File: config.mk
export PLATFORM = sky130hd
export DESIGN_NAME = cnu_serial
export DESIGN_NICKNAME = d
export VERILOG_FILES = /design/src/rtl/ldpc_pkg.sv /design/src/rtl/cnu_min_tracker.sv /design/src/rtl/cnu_serial.sv
export SDC_FILE = /design/constraint.sdc
export NUM_CORES = 1
export LEC_CHECK = 0
export BUFFER_PORTS_ARGS = -buffer_cell sky130_fd_sc_hd__buf_2
export CAP_MARGIN = 15
export CORE_MARGIN = 2
export CORE_UTILIZATION = 30
export DETAILED_ROUTE_END_ITERATION = 16
export PLACE_DENSITY_LB_ADDON = 0.12
export SYNTH_ARGS = -nofsm -noshare
export SYNTH_HDL_FRONTEND = slang
export SYNTH_HIERARCHICAL = 1
export SYNTH_SLANG_ARGS = --single-unit
File: constraint.sdc
create_clock -name clk -period 3.05 [get_ports clk]
set_input_delay 0.1525 -clock clk [delete_from_list [all_inputs] [get_ports clk]]
set_output_delay 0.1525 -clock clk [all_outputs]
set_load 0.1 [all_outputs]
File: src/rtl/ldpc_pkg.sv
// Shared LDPC decoder types and message helpers.
// Magnitudes are carried as unsigned (width-1)-bit values; sign is the two's-complement msb.
package ldpc_pkg;

    localparam int unsigned QUAN_WIDTH = 6;

    typedef enum logic {COLLECT, EMIT} cnu_state_t;

    function automatic int unsigned mag_max(input int unsigned w);
        return (32'd1 << (w - 1)) - 32'd1;
    endfunction

    // |v| clamped so that the most negative code maps onto the largest positive magnitude.
    function automatic int unsigned sat_mag(input int v, input int unsigned w);
        int unsigned a;
        a = (v < 0) ? unsigned'(-v) : unsigned'(v);
        return (a > mag_max(w)) ? mag_max(w) : a;
    endfunction

    function automatic logic sign_of(input int v);
        return v < 0;
    endfunction

endpackage

File: src/rtl/cnu_min_tracker.sv
// Running min1/min2, min1 position and sign product over one check-node frame.
// Ties leave min1 in place and land in min2.
module cnu_min_tracker
    import ldpc_pkg::*;
#(
    parameter int unsigned MW = 5,
    parameter int unsigned IW = 3
) (
    input  logic          clk,
    input  logic          rst,
    input  logic          clr,
    input  logic          upd,
    input  logic [MW-1:0] mag,
    input  logic          sgn,
    input  logic [IW-1:0] k,
    output logic [MW-1:0] min1,
    output logic [MW-1:0] min2,
    output logic [IW-1:0] idx,
    output logic          sprod
);

    localparam logic [MW-1:0] MAX = MW'(mag_max(MW + 1));

    logic [MW-1:0] min1_q, min1_d;
    logic [MW-1:0] min2_q, min2_d;
    logic [IW-1:0] idx_q, idx_d;
    logic          sprod_q, sprod_d;

    always_comb begin
        min1_d  = min1_q;
        min2_d  = min2_q;
        idx_d   = idx_q;
        sprod_d = sprod_q;
        if (clr) begin
            min1_d  = MAX;
            min2_d  = MAX;
            idx_d   = '0;
            sprod_d = 1'b0;
        end else if (upd) begin
            if (mag < min1_q) begin
                min2_d = min1_q;
                min1_d = mag;
                idx_d  = k;
            end else if (mag < min2_q) begin
                min2_d = mag;
            end
            sprod_d = sprod_q ^ sgn;
        end
    end

    always_ff @(posedge clk or posedge rst) begin
        if (rst) begin
            min1_q  <= MAX;
            min2_q  <= MAX;
            idx_q   <= '0;
            sprod_q <= 1'b0;
        end else begin
            min1_q  <= min1_d;
            min2_q  <= min2_d;
            idx_q   <= idx_d;
            sprod_q <= sprod_d;
        end
    end

    assign min1  = min1_q;
    assign min2  = min2_q;
    assign idx   = idx_q;
    assign sprod = sprod_q;

endmodule

File: src/rtl/cnu_serial.sv
// Serial min-sum check node: collects DEG V2C messages, then emits DEG extrinsic C2V messages.
// Define CNU_OFFSET_EN for offset min-sum (magnitudes reduced by OFFSET, floored at zero).
module cnu_serial
    import ldpc_pkg::*;
#(
    parameter int unsigned quan_width = QUAN_WIDTH,
    parameter int unsigned DEG        = 6,
    parameter int unsigned OFFSET     = 1
) (
    input  logic                        clk,
    input  logic                        rst,
    input  logic signed [quan_width-1:0] v2c,
    input  logic                        v2c_valid,
    output logic                        v2c_ready,
    output logic signed [quan_width-1:0] c2v,
    output logic [$clog2(DEG)-1:0]      c2v_idx,
    output logic                        c2v_valid,
    input  logic                        c2v_ready,
    output logic                        syndrome
);

    localparam int unsigned   MW   = quan_width - 1;
    localparam int unsigned   IW   = $clog2(DEG);
    localparam logic [IW-1:0] LAST = IW'(DEG - 1);
`ifdef CNU_OFFSET_EN
    localparam bit OFFSET_EN = 1'b1;
`else
    localparam bit OFFSET_EN = 1'b0;
`endif
    // A zero offset makes the floor-subtract below an identity.
    localparam logic [MW-1:0] OFF = OFFSET_EN ? MW'(OFFSET) : '0;

    cnu_state_t     state_q, state_d;
    logic [IW-1:0]  k_q, k_d;
    logic [IW-1:0]  j_q, j_d;
    logic [DEG-1:0] sign_q, sign_d;
    logic           syn_q, syn_d;

    logic          sgn, v_hs, c_hs, last_out;
    logic [MW-1:0] mag, min1, min2, m, m_cor;
    logic [IW-1:0] idx;
    logic          sprod, neg;

    assign sgn       = v2c[quan_width-1];
    assign mag       = MW'(sat_mag(int'(v2c), quan_width));
    assign v2c_ready = (state_q == COLLECT) && !rst;
    assign v_hs      = v2c_valid && v2c_ready;
    assign c_hs      = c2v_valid && c2v_ready;
    assign last_out  = c_hs && (j_q == LAST);

    cnu_min_tracker #(
        .MW (MW),
        .IW (IW)
    ) u_tracker (
        .clk   (clk),
        .rst   (rst),
        .clr   (last_out),
        .upd   (v_hs),
        .mag   (mag),
        .sgn   (sgn),
        .k     (k_q),
        .min1  (min1),
        .min2  (min2),
        .idx   (idx),
        .sprod (sprod)
    );

    always_comb begin
        state_d = state_q;
        k_d     = k_q;
        j_d     = j_q;
        sign_d  = sign_q;
        syn_d   = syn_q;
        unique case (state_q)
            COLLECT: begin
                if (v_hs) begin
                    sign_d[k_q] = sgn;
                    k_d         = k_q + 1'b1;
                    if (k_q == LAST) begin
                        state_d = EMIT;
                        k_d     = '0;
                        j_d     = '0;
                        syn_d   = sprod ^ sgn;
                    end
                end
            end
            EMIT: begin
                if (c_hs) begin
                    j_d = j_q + 1'b1;
                    if (j_q == LAST) begin
                        state_d = COLLECT;
                        j_d     = '0;
                        sign_d  = '0;
                    end
                end
            end
            default: ;
        endcase
    end

    always_ff @(posedge clk or posedge rst) begin
        if (rst) begin
            state_q <= COLLECT;
            k_q     <= '0;
            j_q     <= '0;
            sign_q  <= '0;
            syn_q   <= 1'b0;
        end else begin
            state_q <= state_d;
            k_q     <= k_d;
            j_q     <= j_d;
            sign_q  <= sign_d;
            syn_q   <= syn_d;
        end
    end

    // Outputs decode registered state only; nothing here depends on v2c or c2v_ready.
    always_comb begin
        m         = (j_q == idx) ? min2 : min1;
        m_cor     = (m > OFF) ? m - OFF : '0;
        neg       = sprod ^ sign_q[j_q];
        c2v_valid = (state_q == EMIT);
        c2v_idx   = j_q;
        c2v       = '0;
        if (c2v_valid) begin
            c2v = neg ? -$signed({1'b0, m_cor}) : $signed({1'b0, m_cor});
        end
    end

    assign syndrome = syn_q;

endmodule

==> impl_metrics.yaml, run 1 <==
global_routing:
  antenna_found_initial: 0
  grt_pass1_vias: 1618
  grt_overflow: 0
  grt_pass1_wl_mm: 8.38
  track_usage_pct: 14.1
  grt_max_degree: 17
synth:
  yosys_warnings: 6
  synth-xor-area-share_pct: 3.32
  yosys-top-cells-area: "dfrtp_1 22%, dfstp_2 13%, mux2i_1 7.3%"
  async_reset_ff_share_pct: 100
  synth-main-ff-cell: "dfrtp_1"
  muxShareOfSynthArea_pct: 8.34
  seq_area_frac_synth_pct: 34.4
  synthAdderAreaFrac_pct: 6.04
  synth.distinct_cells: 53
  synth-compound-area-share_pct: 18.6
  synth-simple-area-share_pct: 23.0
  synthCells: 236
  synth_top_family_by_area: "simple AND/OR/NAND/NOR gates"
  synthesis.area_um2: 2070
  syn-num-nets: 256
  ys_ff_latch: 28
  synth_top_cell_by_area: "dfrtp_1"
  synth_top_area_share_pct: 21.8
  synth_edf_count: 0
  postSynthAreaPerCell_um2: 8.77
place:
  post-place-ws_ps: 392
  placed_area_um2: 2310
  globalplace.congestion: 0.833
  post-place-cells: 329
  hpwl_mm: 3.74
  port_buffers: 21
critical_path:
  r2r-start: "c2v_valid"
  r2r-end: "u_tracker/min2[1]"
  rrSetupSlack_ps: 760
  cp-end-kind: "output pin"
  critPathMaxFanout: 8
  critical_path_class: "reg2out"
  r2r.worst_path.cells: 7
  crit_required_ps: 2900
  worst_setup_path_start_kind: "flop"
  worstPathArrival_ps: 2780
final_layout:
  utilization_pct: 36.5
  drive_above_1_share_pct: 29.2
  area_delta_synth_final_pct: 18.5
  finalNonFillerCells: 340
  fin_area_um2: 2450
  antenna_cells: 0
  fin_nets: 281
timing:
  drv_slew: 0
  clock_skew_ps: 13.5
  setup_viol: 0
  clock.fmax_mhz: 342
  fin_ws_ps: 122
  fin_crit_sh_pct: 96.0
  slew_headroom_pct: 62.0
  max_slew.worst_pin.slew_ps: 570
  layout_min_cycle_time_ps: 2930
  hold_violations: 0
drt:
  drc: 0
  dr.pass1.iters: 4
  detail_route.iter0.violations: 122
  detail-route-antenna-nets: 0
  routed_wirelength_mm: 4.98
  via_per_inst: 5.11
  dr_total_vias: 1738
  wl_per_cell_um: 14.7
die:
  fp.dieW_um: 87.1
  initial_core_util_pct: 30.8
  num_rows: 30
  design.die.area_um2: 7580
  die_h_um: 87.1
  boundaryPins: 22
  core_um2: 6720
cts:
  cts-root-buf: "clkbuf_8"
  cts_htree_levels: 1
  cts_tree: "built"
  clkLatencyLatePin_ps: 290
  clk_pin_slew_worst_paths_ps: 110
  cts-buffers-inserted: 3
  clock_path_buffers: 2
  cts_sinks: 28
hold_path:
  worstHoldStart: "c2v_ready"
  hold_path_class: "in2reg"
  hold_depth: 3
  min_to: "c2v_idx[0]"
status:
  status: "complete, no violations"
run:
  drv_cap: 0
## flip-flops by register name (all words and copies together), names as in the netlist
register,flops
c2v_idx,3
c2v_valid,1
k_q,3
sign_q,6
syndrome,1
u_tracker/idx,3
u_tracker/min1,5
u_tracker/min2,5
u_tracker/sprod,1
## through the flow
stage | hold WS (ps) | setup TNS, ps
CTS | 128 | 0
global route | 162 | -5.85
finish | 131 | 0
detailed placement | 281 | 0
floorplan | 34.6 | 0
global placement | 279 | 0
## layout make-up
type                       count  area (um^2)
multi-input combinational    179         1300
fill                         690         4260
timing repair buffer          31          198
clock inverter                 1         30.0
inverter                      18         67.6
tap                           80          100
clock buffer                   3         41.3
sequential                    28          717
## cell usage in the layout (no fill, tap or decap), types with 2 or more instances in the layout
cell type,netlist,final
a221o_1,5,5
a21o_1,2,2
nand2_1,21,21
o21ai_1,2,2
nand4_1,2,2
buf_4,0,9
nor2b_1,6,6
nand3_1,5,5
inv_1,18,18
dfstp_2,10,10
buf_2,5,20
dfrtp_2,0,3
ha_1,10,9
a31oi_1,2,2
nor3_4,1,3
mux2i_1,15,13
nor3_1,10,8
o211ai_1,5,5
xor2_1,3,3
or2_2,5,5
nor3b_1,3,2
a21oi_2,1,2
nor2_1,24,23
xnor2_1,3,3
a21oi_1,16,15
o21ai_0,9,9
dfrtp_1,18,15
nand3b_1,3,3
clkbuf_8,0,3
## cells by family after synthesis
group,count (synthesis)
simple gates,91
buf+inv,29
mux,17
xor+xnor,7
fa+ha+maj,10
flops,28
compound gates,54
## worst max-delay path, cell delays in order (launching register included)
cell and delay, ps:
dfrtp_2 480, xor2_1 210, nor3_4 360, mux2i_2 300, ha_2 240, inv_1 60
nor4_1 240, a311oi_1 100, mux2_4 330, buf_12 170
## Yosys cell counts (all sizes together) (3+ instances only)
| master | instances |
|---|---|
| nand3b | 3 |
| a21oi | 17 |
| mux2i | 15 |
| nor3 | 11 |
| or2 | 5 |
| a221o | 5 |
| inv | 18 |
| a31oi | 3 |
| ha | 10 |
| nand3 | 5 |
| o211ai | 5 |
| xor2 | 4 |
| nor3b | 3 |
| buf | 7 |
| dfstp | 10 |
| xnor2 | 3 |
| and2 | 3 |
| nor2 | 25 |
| dfrtp | 18 |
| o21ai | 12 |
| nor2b | 6 |
| nand2 | 21 |
| clkbuf | 4 |
## worst max path at each step
stage / startpoint / end / slack, ps / cells after the start
floorplan: c2v_idx[0] / c2v[1] / 8 / 7
global placement: v2c[2] / u_tracker/min2[4] / 460 / 10
detailed placement: c2v_idx[0] / c2v[4] / 390 / 9
CTS: c2v_idx[0] / c2v[4] / 40 / 9
global route: c2v_idx[1] / c2v[4] / -6 / 9
finish: c2v_idx[1] / c2v[4] / 120 / 9
## metal layers
layer	up-vias	share of wire, %	GRT usage, %
met2	38	42	20.4
met4	0	1.3	4.26
met1	822	52	21.7
li1	873	-	-
met3	5	4.0	1.61
met5	-	0	0
## timing repair
action	CTS	global route
setup buffers	0	6
setup endpoints to repair	0	1
hold buffers	1	0
gates resized for setup	0	4
hold endpoints to repair	18	0
Power of run 1 is left out: the tool's default activity adds up to more than one toggle a clock period on the data nets, which glitch-free logic cannot reach.
==> inputs of run 2 (changes only) <==
--- a/config.mk
+++ b/config.mk
@@ -9,6 +9,7 @@
 export CAP_MARGIN = 15
 export CORE_MARGIN = 2
 export CORE_UTILIZATION = 30
+export CTS_BUF_LIST = sky130_fd_sc_hd__clkbuf_2
 export DETAILED_ROUTE_END_ITERATION = 16
 export PLACE_DENSITY_LB_ADDON = 0.12
 export SYNTH_ARGS = -nofsm -noshare
==> run 2 against run 1 <==
  * Cell count increased by 1.5%
  * Design area increased by 0.56%
  * Count of clock-buffer cells in the layout unchanged
  * Global-route usage increased by 0.20 points
  * Sequential cell count unchanged
  * Non-clock buffer count increased by 5
==> impl_metrics.yaml, run 2 (same netlist as run 1, synthesis figures left out) <==
final_layout:
  multiInputGateArea_um2: 1300
  largest_register_ffs: 6
  regArea_um2: 717
  top_register: "sign_q"
  layout_commonest_cell: "nor2_1"
  layout.cells.most_common_list: "23 x nor2_1, 21 x nand2_1, 19 x buf_2, 18 x inv_1"
  area_delta_synth_final_pct: 19.2
  fill_cells: 691
  fin_nets: 286
  drive_above_1_share_pct: 30.6
  antenna_cells: 0
cts:
  cts_htree_levels: 1
  clkLatencyLatePin_ps: 390
  cts_sinks: 28
  clk_pin_slew_worst_paths_ps: 310
  cts_tree: "built"
  cts-buffers-inserted: 3
  cts-root-buf: "clkbuf_2"
  clock_path_buffers: 2
timing:
  setup_viol: 0
  drv_slew: 0
  rsz0062_at_grt: "yes"
  clock.fmax_mhz: 341
  clock_skew_ps: 25.3
  hold_violations: 0
  slew_headroom_pct: 61.5
  fin_crit_sh_pct: 96.1
  fin_ws_ps: 118
  max_slew.worst_pin.slew_ps: 577
  layout_min_cycle_time_ps: 2930
critical_path:
  worst_path_max_delay_cell: "dfrtp_2"
  worst_setup_path_start_kind: "flop"
  worstPathArrival_ps: 2780
  crit_chain: "xor2_1 -> nor3_4 -> mux2i_2 -> ha_2 -> inv_1 -> nor4_2 -> a311oi_1 -> mux2_4 -> buf_12"
  critPathMaxFanout: 4
  cpPeakStageDelay_ps: 500
  cp-end-kind: "output pin"
  critical_path_class: "reg2out"
  crit_required_ps: 2900
global_routing:
  grtUsageMet1_pct: 21.4
  grt_pass1_wl_mm: 8.48
  top_usage_layer: "met2"
  grt_pass1_vias: 1649
  track_usage_pct: 14.3
  antenna_found_initial: 0
  grt_max_degree: 17
  grt_overflow: 0
  grt_util_met3_pct: 1.33
  grtUsageMet2_pct: 21.4
drt:
  detail_route.iter0.violations: 108
  dr.pass1.iters: 5
  drc: 0
  via_per_inst: 5.12
  dr_total_vias: 1767
  detail-route-antenna-nets: 0
  routed_wirelength_mm: 5.01
  wl_per_cell_um: 14.5
hold_path:
  hold_path_class: "in2reg"
die:
  die_h_um: 87.1
  boundaryPins: 22
  fp.dieW_um: 87.1
  core_um2: 6720
  design.die.area_um2: 7580
  initial_core_util_pct: 30.8
  num_rows: 30
status:
  status: "complete, no violations"
place:
  globalplace.congestion: 0.833
  port_buffers: 21
  post-place-ws_ps: 392
  hpwl_mm: 3.74
run:
  drv_cap: 0
run 2: cell types whose count changed in the layout (fill, tap and decap cells not counted), sizes merged:
cell         before  now
buf              30   33
clkbuf            3    4
dlygate4sd3       1    2
run 2: worst max-delay path, delay by kind of cell (launching register included):
kind,cells,cell delay (ps)
compound gates,1,90
xor+xnor,1,200
fa+ha+maj,1,230
buf+inv,2,230
flops,1,500
mux,2,610
simple gates,2,510
run 2: through the flow:
step                      TNS, ps  hold WS [ps]  cell area (um^2)  std cells  util [%]
final                           0          82.0              2470        345      36.7
after detailed placement        0           281              2310        329      34.4
after global placement          0           279              2310        329      34.4
after CTS                       0          68.5              2410        339      35.8
after global routing        -89.1          59.8              2470        345      36.7
after floorplan                 0          34.6              2120        236         -
run 2: cell type report:
class / instances / share of cell area (%)
multi-input combinational: 179 / 52.6
sequential: 28 / 29.0
timing repair buffer: 36 / 9.73
tap: 80 / 4.05
inverter: 18 / 2.74
clock inverter: 1 / 1.22
clock buffer: 3 / 0.608
run 2: routing by layer:
metal  vias up  routed length, um
met5         -                  0
met4         0                 41
met3         2                143
met2        40               2160
met1       842               2670
li1        883                  -
run 2: final timing paths:
check | startpoint | cells past startpoint | end | slack [ps]
max | c2v_idx[1] | 9 | c2v[4] | 120
min | v2c[5] | 3 | sign_q[1] | 80
max reg2reg | c2v_valid | 7 | u_tracker/min2[1] | 720
min reg2reg | sign_q[5] | 2 | sign_q[5] | 550
max in group asynchronous | rst | 3 | c2v_idx[2] | 2330
min in group asynchronous | rst | 3 | u_tracker/idx[1] | 320
run 2: repair_timing:
item | in CTS | in global routing
endpoints found under the hold margin | 19 | 0
pin swaps | 0 | 2
setup endpoints to repair | 1 | 1
gates cloned | 0 | 0
gates resized for setup | 1 | 4
setup buffers | 4 | 6
hold buffers | 2 | 0
Power of run 2 is left out for the same reason.
